--- src/rtl/adder_operand_sequencer_if.sv ---
// Switch/adder-side signal bundle for adder_operand_sequencer.
// master = board/adder side, slave = the sequencer.
interface adder_operand_sequencer_if #(parameter int N = 4);
  logic [N-1:0] sw;
  logic         load;
  logic         clear;
  logic [N-1:0] r_in;
  logic [3:0]   f_in;
  logic [N-1:0] a;
  logic [N-1:0] b;
  logic [N-1:0] result;
  logic [3:0]   flags;
  logic [1:0]   state;
  logic         done;
  logic [7:0]   count;

  modport master (output sw, load, clear, r_in, f_in,
                  input  a, b, result, flags, state, done, count);
  modport slave  (input  sw, load, clear, r_in, f_in,
                  output a, b, result, flags, state, done, count);
endinterface

--- src/rtl/adder_operand_sequencer.sv ---
// Captures two operands on successive load presses, feeds them to an external
// adder, then registers its sum/flags and holds them for display.
module adder_operand_sequencer #(
  parameter int N = 4
) (
  input logic                    clk,
  input logic                    rst,
  adder_operand_sequencer_if.slave bus
);

  typedef enum logic [1:0] {
    WAIT_A = 2'b00,
    WAIT_B = 2'b01,
    EXEC   = 2'b10,
    SHOW   = 2'b11
  } state_t;

  state_t       cur, nxt;
  logic         load_q, load_edge;
  logic         cap_a, cap_b, cap_r;
  logic [N-1:0] a_q, b_q, result_q;
  logic [3:0]   flags_q;
  logic         done_q;
  logic [7:0]   count_q;

  // load_q resets high so a level already asserted at reset release is not an edge
  always_ff @(posedge clk or posedge rst)
    if (rst) load_q <= 1'b1;
    else     load_q <= bus.load;

  assign load_edge = bus.load & ~load_q;

  always_ff @(posedge clk or posedge rst)
    if (rst) cur <= WAIT_A;
    else     cur <= nxt;

  always_comb begin
    nxt = cur;
    if (bus.clear) nxt = WAIT_A;
    else begin
      case (cur)
        WAIT_A: if (load_edge) nxt = WAIT_B;
        WAIT_B: if (load_edge) nxt = EXEC;
        EXEC:                  nxt = SHOW;
        SHOW:   if (load_edge) nxt = WAIT_B;
        default:               nxt = WAIT_A;
      endcase
    end
  end

  // EXEC ignores load edges outright; clear suppresses every capture
  always_comb begin
    cap_a = 1'b0;
    cap_b = 1'b0;
    cap_r = 1'b0;
    if (!bus.clear) begin
      cap_a = load_edge && (cur == WAIT_A || cur == SHOW);
      cap_b = load_edge && (cur == WAIT_B);
      cap_r = (cur == EXEC);
    end
  end

  always_ff @(posedge clk or posedge rst)
    if (rst) begin
      a_q      <= '0;
      b_q      <= '0;
      result_q <= '0;
      flags_q  <= '0;
      done_q   <= 1'b0;
      count_q  <= '0;
    end else begin
      done_q <= cap_r;
      if (bus.clear) begin
        a_q      <= '0;
        b_q      <= '0;
        result_q <= '0;
        flags_q  <= '0;
      end
      if (cap_a) a_q <= bus.sw;
      if (cap_b) b_q <= bus.sw;
      if (cap_r) begin
        result_q <= bus.r_in;
        flags_q  <= bus.f_in;
        count_q  <= count_q + 8'd1;
      end
    end

  assign bus.a      = a_q;
  assign bus.b      = b_q;
  assign bus.result = result_q;
  assign bus.flags  = flags_q;
  assign bus.done   = done_q;
  assign bus.count  = count_q;
  assign bus.state  = cur;

endmodule
--- src/flat_wrapper.sv ---
// flat-port wrapper written by rule: the top's interface ports become plain ports
module adder_operand_sequencer_flat 
#(
  parameter int N = 4
)
  (clk, rst, bus_sw, bus_load, bus_clear, bus_r_in, bus_f_in, bus_a, bus_b, bus_result, bus_flags, bus_state, bus_done, bus_count);
  adder_operand_sequencer_if #(.N(N)) bus_i ();
  input logic clk;
  input logic rst;
  input wire logic [$bits(bus_i.sw)-1:0] bus_sw;
  input wire logic [$bits(bus_i.load)-1:0] bus_load;
  input wire logic [$bits(bus_i.clear)-1:0] bus_clear;
  input wire logic [$bits(bus_i.r_in)-1:0] bus_r_in;
  input wire logic [$bits(bus_i.f_in)-1:0] bus_f_in;
  output wire logic [$bits(bus_i.a)-1:0] bus_a;
  output wire logic [$bits(bus_i.b)-1:0] bus_b;
  output wire logic [$bits(bus_i.result)-1:0] bus_result;
  output wire logic [$bits(bus_i.flags)-1:0] bus_flags;
  output wire logic [$bits(bus_i.state)-1:0] bus_state;
  output wire logic [$bits(bus_i.done)-1:0] bus_done;
  output wire logic [$bits(bus_i.count)-1:0] bus_count;
  assign bus_i.sw = bus_sw;
  assign bus_i.load = bus_load;
  assign bus_i.clear = bus_clear;
  assign bus_i.r_in = bus_r_in;
  assign bus_i.f_in = bus_f_in;
  assign bus_a = bus_i.a;
  assign bus_b = bus_i.b;
  assign bus_result = bus_i.result;
  assign bus_flags = bus_i.flags;
  assign bus_state = bus_i.state;
  assign bus_done = bus_i.done;
  assign bus_count = bus_i.count;
  adder_operand_sequencer #(.N(N)) u_core (.clk(clk), .rst(rst), .bus(bus_i));
endmodule
--- config.mk ---
export PLATFORM = sky130hd
export DESIGN_NAME = adder_operand_sequencer_flat
export DESIGN_NICKNAME = d
export VERILOG_FILES = /design/src/rtl/adder_operand_sequencer_if.sv /design/src/rtl/adder_operand_sequencer.sv /design/src/flat_wrapper.sv
export SDC_FILE = /design/constraint.sdc
export NUM_CORES = 1
export LEC_CHECK = 0
export CAP_MARGIN = 40
export CORE_ASPECT_RATIO = 0.8
export CORE_MARGIN = 1
export CORE_UTILIZATION = 47
export CTS_CLUSTER_SIZE = 16
export DETAILED_ROUTE_END_ITERATION = 10
export PLACE_DENSITY_LB_ADDON = 0.12
export SYNTH_ARGS = -nofsm -noshare
export SYNTH_HDL_FRONTEND = slang
export SYNTH_SLANG_ARGS = --single-unit
--- constraint.sdc ---
create_clock -name clk -period 4.6 [get_ports clk]
set_clock_uncertainty 0.2 [all_clocks]
set_input_delay 0.69 -clock clk [delete_from_list [all_inputs] [get_ports clk]]
set_output_delay 0.69 -clock clk [all_outputs]
set_load 0.02 [all_outputs]
# Word-level counts from Yosys, hierarchy flattened
# Index checks and enable logic that the tools add are counted.
classes:
  n_reduce_logical: 9
  n_bitwise: 2
  add_sub_neg: 1
  eq_ne: 5
  mux: 12
op_table:
  columns: ["cell", "count"]
  rows:
  - ["two-way mux 4 bit", 5]
  - ["adder 8 x 1 -> 8 bit (second input constant)", 1]
  - ["two-way mux 2 bit", 3]
  - ["case mux 2 bit (3 select lines)", 1]
  - ["nonzero test 2 bit", 3]
  - ["== test 2 bit (second input constant)", 2]
  - ["two-way mux 1 bit", 3]
  - ["inequality test 3 x 1 -> 1 bit (second input constant)", 1]
  - ["inequality test 3 x 2 -> 1 bit (second input constant)", 1]
  - ["== test 2 x 1 -> 1 bit (second input constant)", 1]
  - ["logical AND 1 bit", 2]
  - ["logical NOT 2 bit", 1]
  - ["AND reduction 2 bit", 1]
  - ["OR reduction 2 bit", 1]
  - ["bitwise AND 1 bit", 1]
  - ["logical OR 1 bit", 1]
  - ["inverter 1 bit", 1]
totals:
  inputBits: 16
  out_inout_bits: 27
  reg_bits: 28
  elab_cells: 37

# Longest topological paths before layout
# Gate-level depths: netlist of run 1.
depth:
  depth_word: 5
  depth_mapped: 7
  depth_no_buf: 5

# Worst setup path after synthesis of run 1
# OpenSTA, ideal clock, no wires.
synth_timing:
  kind: "register to register"
  start: "reg u_core.cur[0] (netlist: u_core.bus.state[0])"
  end: "reg u_core.count_q[1] (netlist: u_core.bus.count[1])"
  path_slack_ns: 2.816
  stages_incl_launch_ff: 7
  required_time_ns: 4.275
  setup_time_ns: 0.125
  period_less_slack_ns: 1.784
  arrival_ns: 1.459
  path_buffers: 2
  path_cell_list: "dfrtp_1 > inv_1 > ha_1 > buf_6 > and2b_1 > buf_6 > mux2_4"
synth_via:
  elab_chain_cells: 2
synth_lines:
  columns: ["element", "line", "text"]
  rows:
  - ["from (decl)", "adder_operand_sequencer.sv:18", "state_t cur, nxt;"]
  - ["from (signal assigned)", "adder_operand_sequencer.sv:35", "else cur <= nxt;"]
  - ["== test 2 bit", "adder_operand_sequencer.sv:59", "cap_r = (cur == EXEC);"]
  - ["two-way mux 1 bit", "adder_operand_sequencer.sv:56", "if (!bus.clear) begin"]
  - ["net u_core.cap_r", "adder_operand_sequencer.sv:20", "logic cap_a, cap_b, cap_r;"]
  - ["to (signal assigned)", "adder_operand_sequencer.sv:84", "count_q <= count_q + 8'd1;"]
  - ["to (decl)", "adder_operand_sequencer.sv:24", "logic [7:0] count_q;"]
# The timed path passes the listed nets, and every way through them passes these cells.
# A chain may end at the register's enable or synchronous reset.

# Worst setup path in the final report of run 1
layout_timing:
  start: "reg u_core.count_q[0] (netlist: u_core.bus.count[0])"
  end: "out bus_count[0]"
layout_lines:
  columns: ["element", "line", "text"]
  rows:
  - ["to (decl)", "flat_wrapper.sv:21", "output wire logic [$bits(bus_i.count)-1:0] bus_count;"]
# No word-level cell between the ends.

==> summary.md, run 1 <==
The run gives 1 as the H-tree depth. The number of clock buffers inserted by TritonCTS was 3; the routing usage on met1 was 23.0%. The run gives 4 as the length of the first detailed-routing pass in iterations. Clock-pin slew was measured on the worst setup and hold paths at 140 ps. The first-pass GRT wire length came out at 3450 µm.

For the maximum clock insertion buffer count, the log shows 2. Of the available clock period, the critical path in the final layout requires 50.6%. The cell area power density works out to 454 nW/µm². The fraction of layout instances using a drive strength above 1 is 5.00%, and the placed cell area is 1660 µm². For this run, the total global-route usage over all layers was measured as 17.4%. Based on the critical path, the design can be clocked at up to 430 MHz. Clock tree synthesis selected as its root buffer the cell sky130_fd_sc_hd__clkbuf_4. After detailed routing, the number of vias per cell comes to 4.84. The worst setup path is of the flop to output port kind.

The register area share after synthesis is 57.8%. Slew at the pin with the worst max-slew slack: 675 ps. Wire length per cell: 12.7 µm. In the layout the commonest cells are 42 x sky130_fd_sc_hd__clkdlybuf4s50_1, 27 x sky130_fd_sc_hd__dfrtp_1, 16 x sky130_fd_sc_hd__mux2i_1, 16 x sky130_fd_sc_hd__nor2_1, 6 x sky130_fd_sc_hd__xnor2_1.

Summed over all layers, the routed wires come to 2230 µm. After synthesis the cells add up to 1210 µm². In this run the static leakage power is 0.781 nW. Buffers placed on the I/O ports in this run total 42. In this run, the combinational gates consume 42.5% of the power.

The final global-route overflow total is 0. The met3 layer usage reported by global route is 5.14%. For the area of the core region, the log shows 2440 µm².

The tools report the number of cells produced by synthesis as 97. The signal on the critical path passes through clkdlybuf4s50_1. For the maximum vdd ir drop, the log shows 329 µV. After detailed routing, the number of remaining DRC violations is 0. The worst slew margin relative to its limit was 54.9%. In this run the remaining antenna-violating nets after routing total 0. Across all layers, the routed design uses 851 vias.

The tool flagged a number of max-cap violations equal to 0. At the end of routability-driven placement, the weighted congestion stood at 0.691. The run gives 0 as the post-CTS setup repair buffer count.

Entering global routing, the biggest net connects 21 pins. For the later-pin clock latency in the skew report, the log shows 320 ps. The floorplan has 16 rows.

STA classifies the critical path startpoint as a flop. The share of total power consumed by net switching works out to 35.2%. The buffers plus inverters on the worst setup path is 1, and the first-iteration detailed-routing DRC count is 9.

Counting every sink on the clock net gives 28. Initial antenna violation count: 0. The slowest stage of the critical path belongs to the cell sky130_fd_sc_hd__clkdlybuf4s50_1.

The run finished with clean final reports. The run gives 23 as the distinct cell type count of the synthesized netlist. On the worst path, the slowest cell contributes a delay of 640 ps. The die is 58.8 µm wide.

During I/O placement, the number of pins put on the boundary was 43. The share of total power dissipated in the clock network is 13.3%. The final number of max-transition violations came out at 0. The worst setup path is captured at an output port.

The most used routing layer is met2. The final hold violation count was 0; the number of fill cells was 190. Setup violations remaining at the end of the flow were counted as 0.

The sequential cell fraction of total power was 44.2%. The net count of the finished layout is 161. Each instance of the synthesized netlist takes up on average 12.5 µm².

Broken down by cell family, the worst path's largest delay share belongs to buffers and inverters. The run gives 1680 µm² as the post-route cell area. After clock tree synthesis, the repair step resized 0 gates. The internal power component was 0.495 mW; the net load switching power was 0.269 mW. The tools report the total die area as 2790 µm². The tools report the synthesized net count as 117.

Setup repair after global routing left no endpoint under its margin. The height of the die was 47.5 µm; the shortest period the worst path allows was 2330 ps. The class of the tightest hold or removal check is flop to flop.

Data on the critical path arrives at its endpoint at 1440 ps. TritonCTS built the clock tree. Initial core utilization: 49.7%. The global-route met2 utilization was 29.5%; the area growth from synthesis to final layout was 38.7%. After clock tree synthesis, the flow added hold-fix buffers numbering 0.

Number of global-route vias before repair: 794. Detailed placement ended at an HPWL of 1710 µm. For the final routed database, the setup TNS stands at 0 ps. In this run the worst path has a maximum fanout of 6. Number of warnings issued by yosys: 0.

The required arrival time at the worst endpoint came out at 3710 ps. The tools report the antenna diode instance count as 0. Leaving out fill and tap cells, the most frequent cell in the layout is sky130_fd_sc_hd__clkdlybuf4s50_1. The synthesized design contains 28 register bits.
## Yosys cell counts
library cell	n	area [µm²]
sky130_fd_sc_hd__inv_1	3	11.3
sky130_fd_sc_hd__mux2_4	1	15.0
sky130_fd_sc_hd__dfstp_2	1	26.3
sky130_fd_sc_hd__nand3b_1	2	15.0
sky130_fd_sc_hd__a311oi_1	1	8.76
sky130_fd_sc_hd__nor2_1	16	60.1
sky130_fd_sc_hd__clkbuf_1	1	3.75
sky130_fd_sc_hd__and2b_1	1	7.51
sky130_fd_sc_hd__xor2_1	1	8.76
sky130_fd_sc_hd__nand2b_1	1	6.26
sky130_fd_sc_hd__and3_1	1	6.26
sky130_fd_sc_hd__dfrtp_1	27	676
sky130_fd_sc_hd__buf_6	3	33.8
sky130_fd_sc_hd__nand4_1	4	25.0
sky130_fd_sc_hd__or2_2	1	6.26
sky130_fd_sc_hd__a21boi_0	1	7.51
sky130_fd_sc_hd__a21o_1	1	7.51
sky130_fd_sc_hd__nand2_1	3	11.3
sky130_fd_sc_hd__mux2i_1	16	160
sky130_fd_sc_hd__and4b_1	1	10.0
sky130_fd_sc_hd__a21oi_1	1	5.00
sky130_fd_sc_hd__xnor2_1	6	52.6
sky130_fd_sc_hd__ha_1	4	50.1
## flip-flops by register name (all words and copies together), names as in the netlist
register	flops
u_core.bus.done	1
u_core.bus.flags	4
u_core.bus.a	4
u_core.load_q	1
u_core.bus.result	4
u_core.bus.count	8
u_core.bus.state	2
u_core.bus.b	4
## area by class of cell
cell class,instances,area [µm²],area share (%)
inverters,3,11.3,0.669
multi-input cells,62,463,27.5
well taps,36,45.0,2.68
flip-flops and latches,28,702,41.7
clock buffers,4,26.3,1.56
repair buffers,43,435,25.9
## worst paths after layout
path                                                  from                              end  slack [ps]  cells after the start
setup / recovery           u_core.bus.count[0]$_DFFE_PP0N_                     bus_count[0]        2270                      1
hold / removal             u_core.bus.count[7]$_DFFE_PP0N_  u_core.bus.count[7]$_DFFE_PP0N_         280                      1
setup reg to reg           u_core.bus.state[0]$_DFFE_PP0P_  u_core.bus.count[1]$_DFFE_PP0N_        2610                      4
hold reg to reg            u_core.bus.count[7]$_DFFE_PP0N_  u_core.bus.count[7]$_DFFE_PP0N_         280                      1
max in group asynchronous                              rst          u_core.load_q$_DFF_PP1_        3130                      3
min in group asynchronous                              rst  u_core.bus.flags[0]$_DFFE_PP0P_         490                      2
## routing by layer
| metal | part of all wire [%] | routed length, µm |
|---|---|---|
| met2 | 49 | 1090 |
| met1 | 45 | 1010 |
| met3 | 6.2 | 138 |
| met4 | 0 | 0 |
| met5 | 0 | 0 |
## cell families after synthesis
family / synth area share [%]
buf+inv: 4.02
mux: 14.4
fa+ha+maj: 4.12
xor+xnor: 5.05
simple gates: 12.2
flops: 57.8
compound gates: 2.37
## power by group through the flow
stage / Clock, mW / Combinational, mW / Sequential [mW]
2_1_floorplan: 0 / 0.142 / 0.394
3_3_place_gp: 0 / 0.319 / 0.341
3_5_place_dp: 0 / 0.328 / 0.343
4_1_cts: 0.107 / 0.329 / 0.338
5_1_grt: 0.117 / 0.353 / 0.346
6_report: 0.102 / 0.325 / 0.337
## stage by stage
stage	utilization, %	power, mW	std cells	hold WS [ps]	setup WS, ps
final	68.9	0.764	176	281	2270
after global routing	68.9	0.816	176	309	2180
after CTS	68.9	0.775	176	294	2260
after detailed placement	67.8	0.671	172	275	2020
after global placement	67.2	0.660	171	266	2050
after floorplan	-	0.537	97	383	2820
Note: power is estimated with default switching activity, not from simulation.
==> run 2, diff against run 1 <==
--- a/config.mk
+++ b/config.mk
@@ -8,7 +8,7 @@
 export CAP_MARGIN = 40
 export CORE_ASPECT_RATIO = 0.8
 export CORE_MARGIN = 1
-export CORE_UTILIZATION = 47
+export CORE_UTILIZATION = 44
 export CTS_CLUSTER_SIZE = 16
 export DETAILED_ROUTE_END_ITERATION = 10
 export PLACE_DENSITY_LB_ADDON = 0.12
==> constraint.sdc (replaced) <==
create_clock -name clk -period 2.2 [get_ports clk]
set_clock_uncertainty 0.2 [all_clocks]
set_input_delay 0.33 -clock clk [delete_from_list [all_inputs] [get_ports clk]]
set_output_delay 0.33 -clock clk [all_outputs]
set_load 0.02 [all_outputs]
==> summary.md, run 2 (synthesis gave the netlist of run 1 again) <==
The run gives 0 (unchanged) as the post-CTS setup repair buffer count. The maximum vdd ir drop was 496 µV (+51%). For the number of nets with antenna violations after detailed routing, the log shows 0 (unchanged). In the layout the commonest cells are 42 x sky130_fd_sc_hd__clkdlybuf4s50_1, 27 x sky130_fd_sc_hd__dfrtp_1, 16 x sky130_fd_sc_hd__mux2i_1, 16 x sky130_fd_sc_hd__nor2_1, 6 x sky130_fd_sc_hd__xnor2_1. The run gives 29.1% (-0.42 points) as the global-route met2 utilization.

The tools report the total leakage power as 0.794 nW (+1.7%). The class of the tightest hold or removal check was input port to asynchronous set/reset pin. STA classifies the critical path startpoint as a flop. The logs give 75.7% (+21 points) for the worst slew margin relative to its limit and 0 (unchanged) for the number of cells upsized or downsized after cts.

TritonCTS built the clock tree. The run finished with clean final reports. The tools report the setup TNS as 0 ps (unchanged). The logs give 25.3% (+2.4 points) for the routing usage on met1 and 42.2% (-0.3 points) for the relative contribution of combinational cells to total power. Setup repair after global routing left no endpoint under its margin. The DRC violation count after routing was 0 (unchanged).

The total die area was 2970 µm² (+6.6%). For this run, the top clock speed supported by timing is 497 MHz. The critical path goes through clkdlybuf4s50_1. Broken down by cell family, the worst path's largest delay share belongs to buffers and inverters. The H-tree depth was 1 (unchanged); the area of the core region was 2520 µm² (+3.3%). The required arrival time at the worst endpoint came out at 1670 ps (-2040 ps). The number of clock buffers inserted by TritonCTS was 3 (unchanged). The maximum clock insertion buffer count is 2 (unchanged).

The total I/O pin count is 43 (unchanged), and the initial antenna violation count is 0 (unchanged). The global-route total usage across every layer was 18.4% (+1.1 points); the wire length per cell was 13.9 µm (+9.1%). The area growth from synthesis to final layout is 40.1%, and the total detailed-routing wirelength is 2470 µm (+10%). The weighted congestion at the end of routability-driven global placement was 0.758 (+9.8%); the number of max-cap violations was 0 (unchanged). The top fanout value on the critical path is 6 (unchanged), and the part of the cycle the worst path needs is 91.5%. The cell area power density was 971 nW/µm² (+110%). The buffers plus inverters on the worst setup path came out at 1 (unchanged). The final number of max-transition violations is 0 (unchanged).

The slew at the pin with the worst max-slew slack is 365 ps (-310 ps), and the maximum number of pins on one net before global-route repair is 29 (+38%). The met3 layer usage reported by global route is 5.31% (+0.17 points). The antenna diode instance count is 0 (unchanged). Delay contributed by the slowest stage of the critical path: 660 ps (+20 ps).

By startpoint and endpoint, the worst setup path is classified as flop to output port. The count of buffers from port buffering was 42 (unchanged); the arrival time of data at the critical path endpoint was 1480 ps (+40 ps). The category of the worst setup path capture point is an output port. Clock tree synthesis selected as its root buffer the cell sky130_fd_sc_hd__clkbuf_4. The most common cell after layout, fill and taps aside is sky130_fd_sc_hd__clkdlybuf4s50_1. The sequential cell fraction of total power came out at 43.1% (-1.1 points). The shortest period the worst path allows was 2010 ps; the die width was 60.7 µm (+3.2%). The share of total power consumed by net switching is 35.0% (-0.24 points), and the count of hold buffers inserted by post-cts repair is 0 (unchanged). The detailed-placement wirelength estimate was 1840 µm (+7.3%); the first-iteration detailed-routing DRC count was 37 (+28). The logs give 16 (unchanged) for the placement row count and 1660 µm² (+0.45%) for the placed cell area. The total clock sinks is 28 (unchanged), and the first-pass GRT wire length is 4000 µm (+16%).

Clock-pin slew on the worst setup and hold paths: 140 ps (about the same). The run gives 1.07 mW (+120%) as the internal power component. The length of the first detailed-routing pass in iterations is 4 (unchanged).

The later-pin clock latency in the skew report was 320 ps (about the same); the initial core utilization was 48.1% (-1.6 points). The number of global-route vias before repair came out at 877 (+10%). Fraction of layout instances using a drive strength above 1: 7.04% (+2.0 points). The final hold violation count came out at 0 (unchanged).

The run gives 1700 µm² (+1.0%) as the post-route cell area. Height of the die: 49.0 µm (+3.2%). The number of flip-flops under the largest register name is 8 (unchanged). The number of setup violations in the final report is 0 (unchanged).

The clock share of power came out at 14.6% (+1.3 points). Net load switching power: 0.578 mW (+110%). The cell with the biggest individual delay on the critical path was sky130_fd_sc_hd__clkdlybuf4s50_1.

The run gives 163 (+1.2%) as the layout net count. The mean number of vias per cell is 4.83 (about the same). The global routing stage identified its most utilized layer as met2. The final global-route overflow total was 0 (unchanged). The run gives 860 (+1.1%) as the number of vias after detailed routing.
run 2: cell types whose count changed in the layout (fill, tap and decap cells not counted):
cell | before | now
sky130_fd_sc_hd__clkbuf_1 | 1 | 0
sky130_fd_sc_hd__buf_4 | 0 | 3
sky130_fd_sc_hd__buf_8 | 1 | 0
sky130_fd_sc_hd__clkbuf_8 | 0 | 1
run 2: layout make-up:
type / instances / area (µm²)
clock buffer: 4 / 36.3
fill: 204 / 822
inverter: 3 / 11.3
multi-input combinational: 62 / 463
sequential: 28 / 702
tap: 36 / 45.0
timing repair buffer: 45 / 443
run 2: power by group through the flow:
| stage | combinational (mW) | sequential, mW | clock [mW] |
|---|---|---|---|
| after global placement | 0.684 | 0.715 | 0 |
| after floorplan | 0.297 | 0.825 | 0 |
| after global routing | 0.751 | 0.727 | 0.277 |
| after detailed placement | 0.697 | 0.722 | 0 |
| final | 0.697 | 0.713 | 0.242 |
| after CTS | 0.701 | 0.714 | 0.255 |
run 2: worst paths after layout:
kind	slack [ps]	cells after the start	start	end
max	190	1	u_core.bus.count[0]$_DFFE_PP0N_	bus_count[0]
min	170	3	rst	u_core.bus.count[7]$_DFFE_PP0N_
max reg2reg	370	5	u_core.bus.state[0]$_DFFE_PP0P_	u_core.bus.count[5]$_DFFE_PP0N_
min reg2reg	290	1	u_core.bus.count[7]$_DFFE_PP0N_	u_core.bus.count[7]$_DFFE_PP0N_
max in group asynchronous	1330	3	rst	u_core.load_q$_DFF_PP1_
min in group clk	280	1	bus_load	u_core.load_q$_DFF_PP1_
run 2: layer usage:
metal | wire [µm] | vias to the layer above | part of all wire, %
li1 | - | 415 | -
met1 | 1190 | 411 | 48
met2 | 1120 | 32 | 45
met3 | 143 | 2 | 5.8
met4 | 15 | 0 | 0.61
met5 | 0 | - | 0
run 2: per-stage QoR:
stage / util (%) / total power, mW / worst slack (ps) / hold slack, ps / cells
after CTS: 67.4 / 1.67 / 165 / 170 / 178
final: 67.4 / 1.65 / 187 / 168 / 178
after global routing: 67.4 / 1.76 / 117 / 165 / 178
after detailed placement: 66.0 / 1.42 / 414 / 271 / 174
after floorplan: - / 1.12 / 416 / 134 / 97
after global placement: 66.0 / 1.40 / 491 / 262 / 174
==> run 3, diff against run 2 <==
--- a/config.mk
+++ b/config.mk
@@ -11,6 +11,7 @@
 export CORE_UTILIZATION = 44
 export CTS_CLUSTER_SIZE = 16
 export DETAILED_ROUTE_END_ITERATION = 10
+export GPL_TIMING_DRIVEN = 0
 export PLACE_DENSITY_LB_ADDON = 0.12
 export SYNTH_ARGS = -nofsm -noshare
 export SYNTH_HDL_FRONTEND = slang
==> summary.md, run 3 (synthesis gave the netlist of run 1 again) <==
The run finished with clean final reports. The height of the die works out to 49.0 µm (unchanged). The run gives 367 ps (-47.5 ps) as the worst slack at placement. The delay contributed by the slowest stage of the critical path works out to 650 ps (about the same). The net load switching power was 0.584 mW (+1.0%); the share of total power consumed by net switching was 33.3% (-1.6 points). The worst setup path is captured at an output port.

Walking the worst path, the cells encountered are clkdlybuf4s50_1. Mean number of vias per cell: 4.92 (+1.9%). In this run the critical register-to-register path is captured at u_core.bus.count[6]$_DFFE_PP0N_.

The relative contribution of combinational cells to total power is 40.5% (-1.7 points). The run gives 0 (unchanged) as the number of cells upsized or downsized after cts. The logs give 0 (unchanged) for the post-CTS setup repair buffer count and 43 (unchanged) for the total I/O pin count. Number of global-route vias before repair: 911 (+3.9%). Setup repair after global routing left no endpoint under its margin. The tools report the maximum vdd ir drop as 577 µV (+16%). The length of the first detailed-routing pass in iterations was 4 (unchanged); the post-layout utilization of the core was 69.7% (+2.3 points). The initial core utilization came out at 48.1% (unchanged). Buffers plus inverters on the worst setup path: 1 (unchanged). The fraction of layout instances using a drive strength above 1 works out to 7.64% (+0.60 points). The part of the cycle the worst path needs was 90.8% (-0.75 points). The die width was 60.7 µm (unchanged). Detailed-placement wirelength estimate: 1890 µm (+2.9%).

The cell area power density works out to 995 nW/µm² (+2.5%). The count of buffers from port buffering is 42 (unchanged), and the number of clock buffers inserted by TritonCTS is 3 (unchanged). For the initial antenna violation count, the log shows 0 (unchanged).

The final total power was 1.75 mW (+6.0%). Among all stages on the critical path, the largest delay is contributed by sky130_fd_sc_hd__clkdlybuf4s50_1. The run gives 115 ps (-53.1 ps) as the tightest hold margin. The logs give 176 (+1.1%) for the placed instance count and 40.3% (-2.8 points) for the sequential cell fraction of total power. Clock root buffer: sky130_fd_sc_hd__clkbuf_4.

The number of setup violations in the final report is 0 (unchanged). The class of the tightest hold or removal check is input port to asynchronous set/reset pin. For the weighted congestion at the end of routability-driven global placement, the log shows 0.752 (-0.77%). The run gives 4130 µm (+3.1%) as the first-pass GRT wire length.

The library cells used most frequently in the layout, excluding fill and tap cells, are 42 x sky130_fd_sc_hd__clkdlybuf4s50_1, 27 x sky130_fd_sc_hd__dfrtp_1, 16 x sky130_fd_sc_hd__mux2i_1, 16 x sky130_fd_sc_hd__nor2_1, 6 x sky130_fd_sc_hd__xnor2_1. The worst register-to-register path begins at u_core.bus.state[0]$_DFFE_PP0P_. The worst setup path is launched from a flop. Relative to the synthesized area, the layout overhead comes to 44.9%. The total clock sinks was 28 (unchanged); the setup TNS was 0 ps (unchanged). The final global-route overflow total was 0 (unchanged); the top fanout value on the critical path was 6 (unchanged). The clock-pin slew on the worst setup and hold paths is 150 ps (about the same), and the DRC violation count after routing is 0 (unchanged). The H-tree depth was 1 (unchanged); the antenna diode instance count was 0 (unchanged). The logs give 2510 µm (+1.6%) for the total detailed-routing wirelength and 180 (+1.1%) for the count of non-filler cells in the finished layout. The required arrival time at the worst endpoint was 1670 ps (about the same); the number of max-cap violations was 0 (unchanged). Final number of max-transition violations: 0 (unchanged).

The area of the core region was 2520 µm² (unchanged); the number of nets with antenna violations after detailed routing was 0 (unchanged). The placed cell area is 1710 µm² (+2.6%), and the wire length per cell is 13.9 µm (+0.49%). The total die area was 2970 µm² (unchanged). The slew at the pin with the worst max-slew slack works out to 557 ps (+192 ps). The first-iteration detailed-routing DRC count was 17 (-54%); the reg2reg setup slack was 450 ps (+80 ps).

The most common cell after layout, fill and taps aside is sky130_fd_sc_hd__clkdlybuf4s50_1. For the layout net count, the log shows 165 (+1.2%). For the worst setup margin, the log shows 203 ps (+16.5 ps).

The placement row count is 16 (unchanged), and the number of flip-flops under the largest register name is 8 (unchanged). Final hold violation count: 0 (unchanged). The critical path in this run is classified as flop to output port.

The maximum clock insertion buffer count was 2 (unchanged). The highest attainable clock frequency is 501 MHz (+0.83%). For the later-pin clock latency in the skew report, the log shows 340 ps (+20 ps). The arrival time of data at the critical path endpoint is 1470 ps (about the same), and the cell depth of the worst flop-to-flop path is 6 (+1).

The shortest period the worst path allows is 2000 ps (-16.5 ps), and the total leakage power is 0.818 nW (+3.1%). The logs give 886 (+3.0%) for the number of vias after detailed routing and 18.9% (+0.48 points) for the global-route total usage across every layer. For the maximum number of pins on one net before global-route repair, the log shows 18 (-38%). The tools report the clock share of power as 19.2% (+4.6 points).

TritonCTS built the clock tree. The run gives 0 (unchanged) as the count of hold buffers inserted by post-cts repair. For the post-route cell area, the log shows 1760 µm² (+3.5%).

The top cell family by delay on the critical path is buffers and inverters. The run gives 62.8% (-13 points) as the worst slew margin relative to its limit. The internal power component came out at 1.17 mW (+8.7%).
-- run 3: worst max path at each step --
stage	startpoint	endpoint	slack, ps	cells after the start
3_5_place_dp	bus_clear	u_core.bus.count[7]$_DFFE_PP0N_	370	5
5_1_grt	u_core.bus.count[0]$_DFFE_PP0N_	bus_count[0]	120	1
2_1_floorplan	u_core.bus.state[0]$_DFFE_PP0P_	u_core.bus.count[1]$_DFFE_PP0N_	420	6
6_report	u_core.bus.count[0]$_DFFE_PP0N_	bus_count[0]	200	1
3_3_place_gp	bus_clear	u_core.bus.count[5]$_DFFE_PP0N_	360	5
4_1_cts	u_core.bus.count[0]$_DFFE_PP0N_	bus_count[0]	180	1
-- run 3: final cells by class --
cell class | instances | area [µm²]
flip-flops and latches | 28 | 702
well taps | 36 | 45.0
repair buffers | 43 | 448
multi-input cells | 62 | 463
plain buffers | 4 | 37.5
clock inverters | 1 | 30.0
fillers | 215 | 763
inverters | 3 | 11.3
clock buffers | 3 | 22.5
-- run 3: power by group through the flow --
| stage | Combinational, mW | Clock [mW] | Sequential [mW] |
|---|---|---|---|
| floorplan | 0.297 | 0 | 0.825 |
| global placement | 0.691 | 0 | 0.709 |
| detailed placement | 0.712 | 0 | 0.715 |
| CTS | 0.716 | 0.346 | 0.705 |
| global route | 0.768 | 0.365 | 0.721 |
| finish | 0.710 | 0.337 | 0.705 |
-- run 3: layer usage --
metal  GRT usage (%)  part of all wire, %  vias up
met3            6.90                  7.5        3
met1            23.3                   44      429
li1                -                    -      419
met5               0                    0        -
met2            31.7                   48       35
met4            3.41                 0.56        0
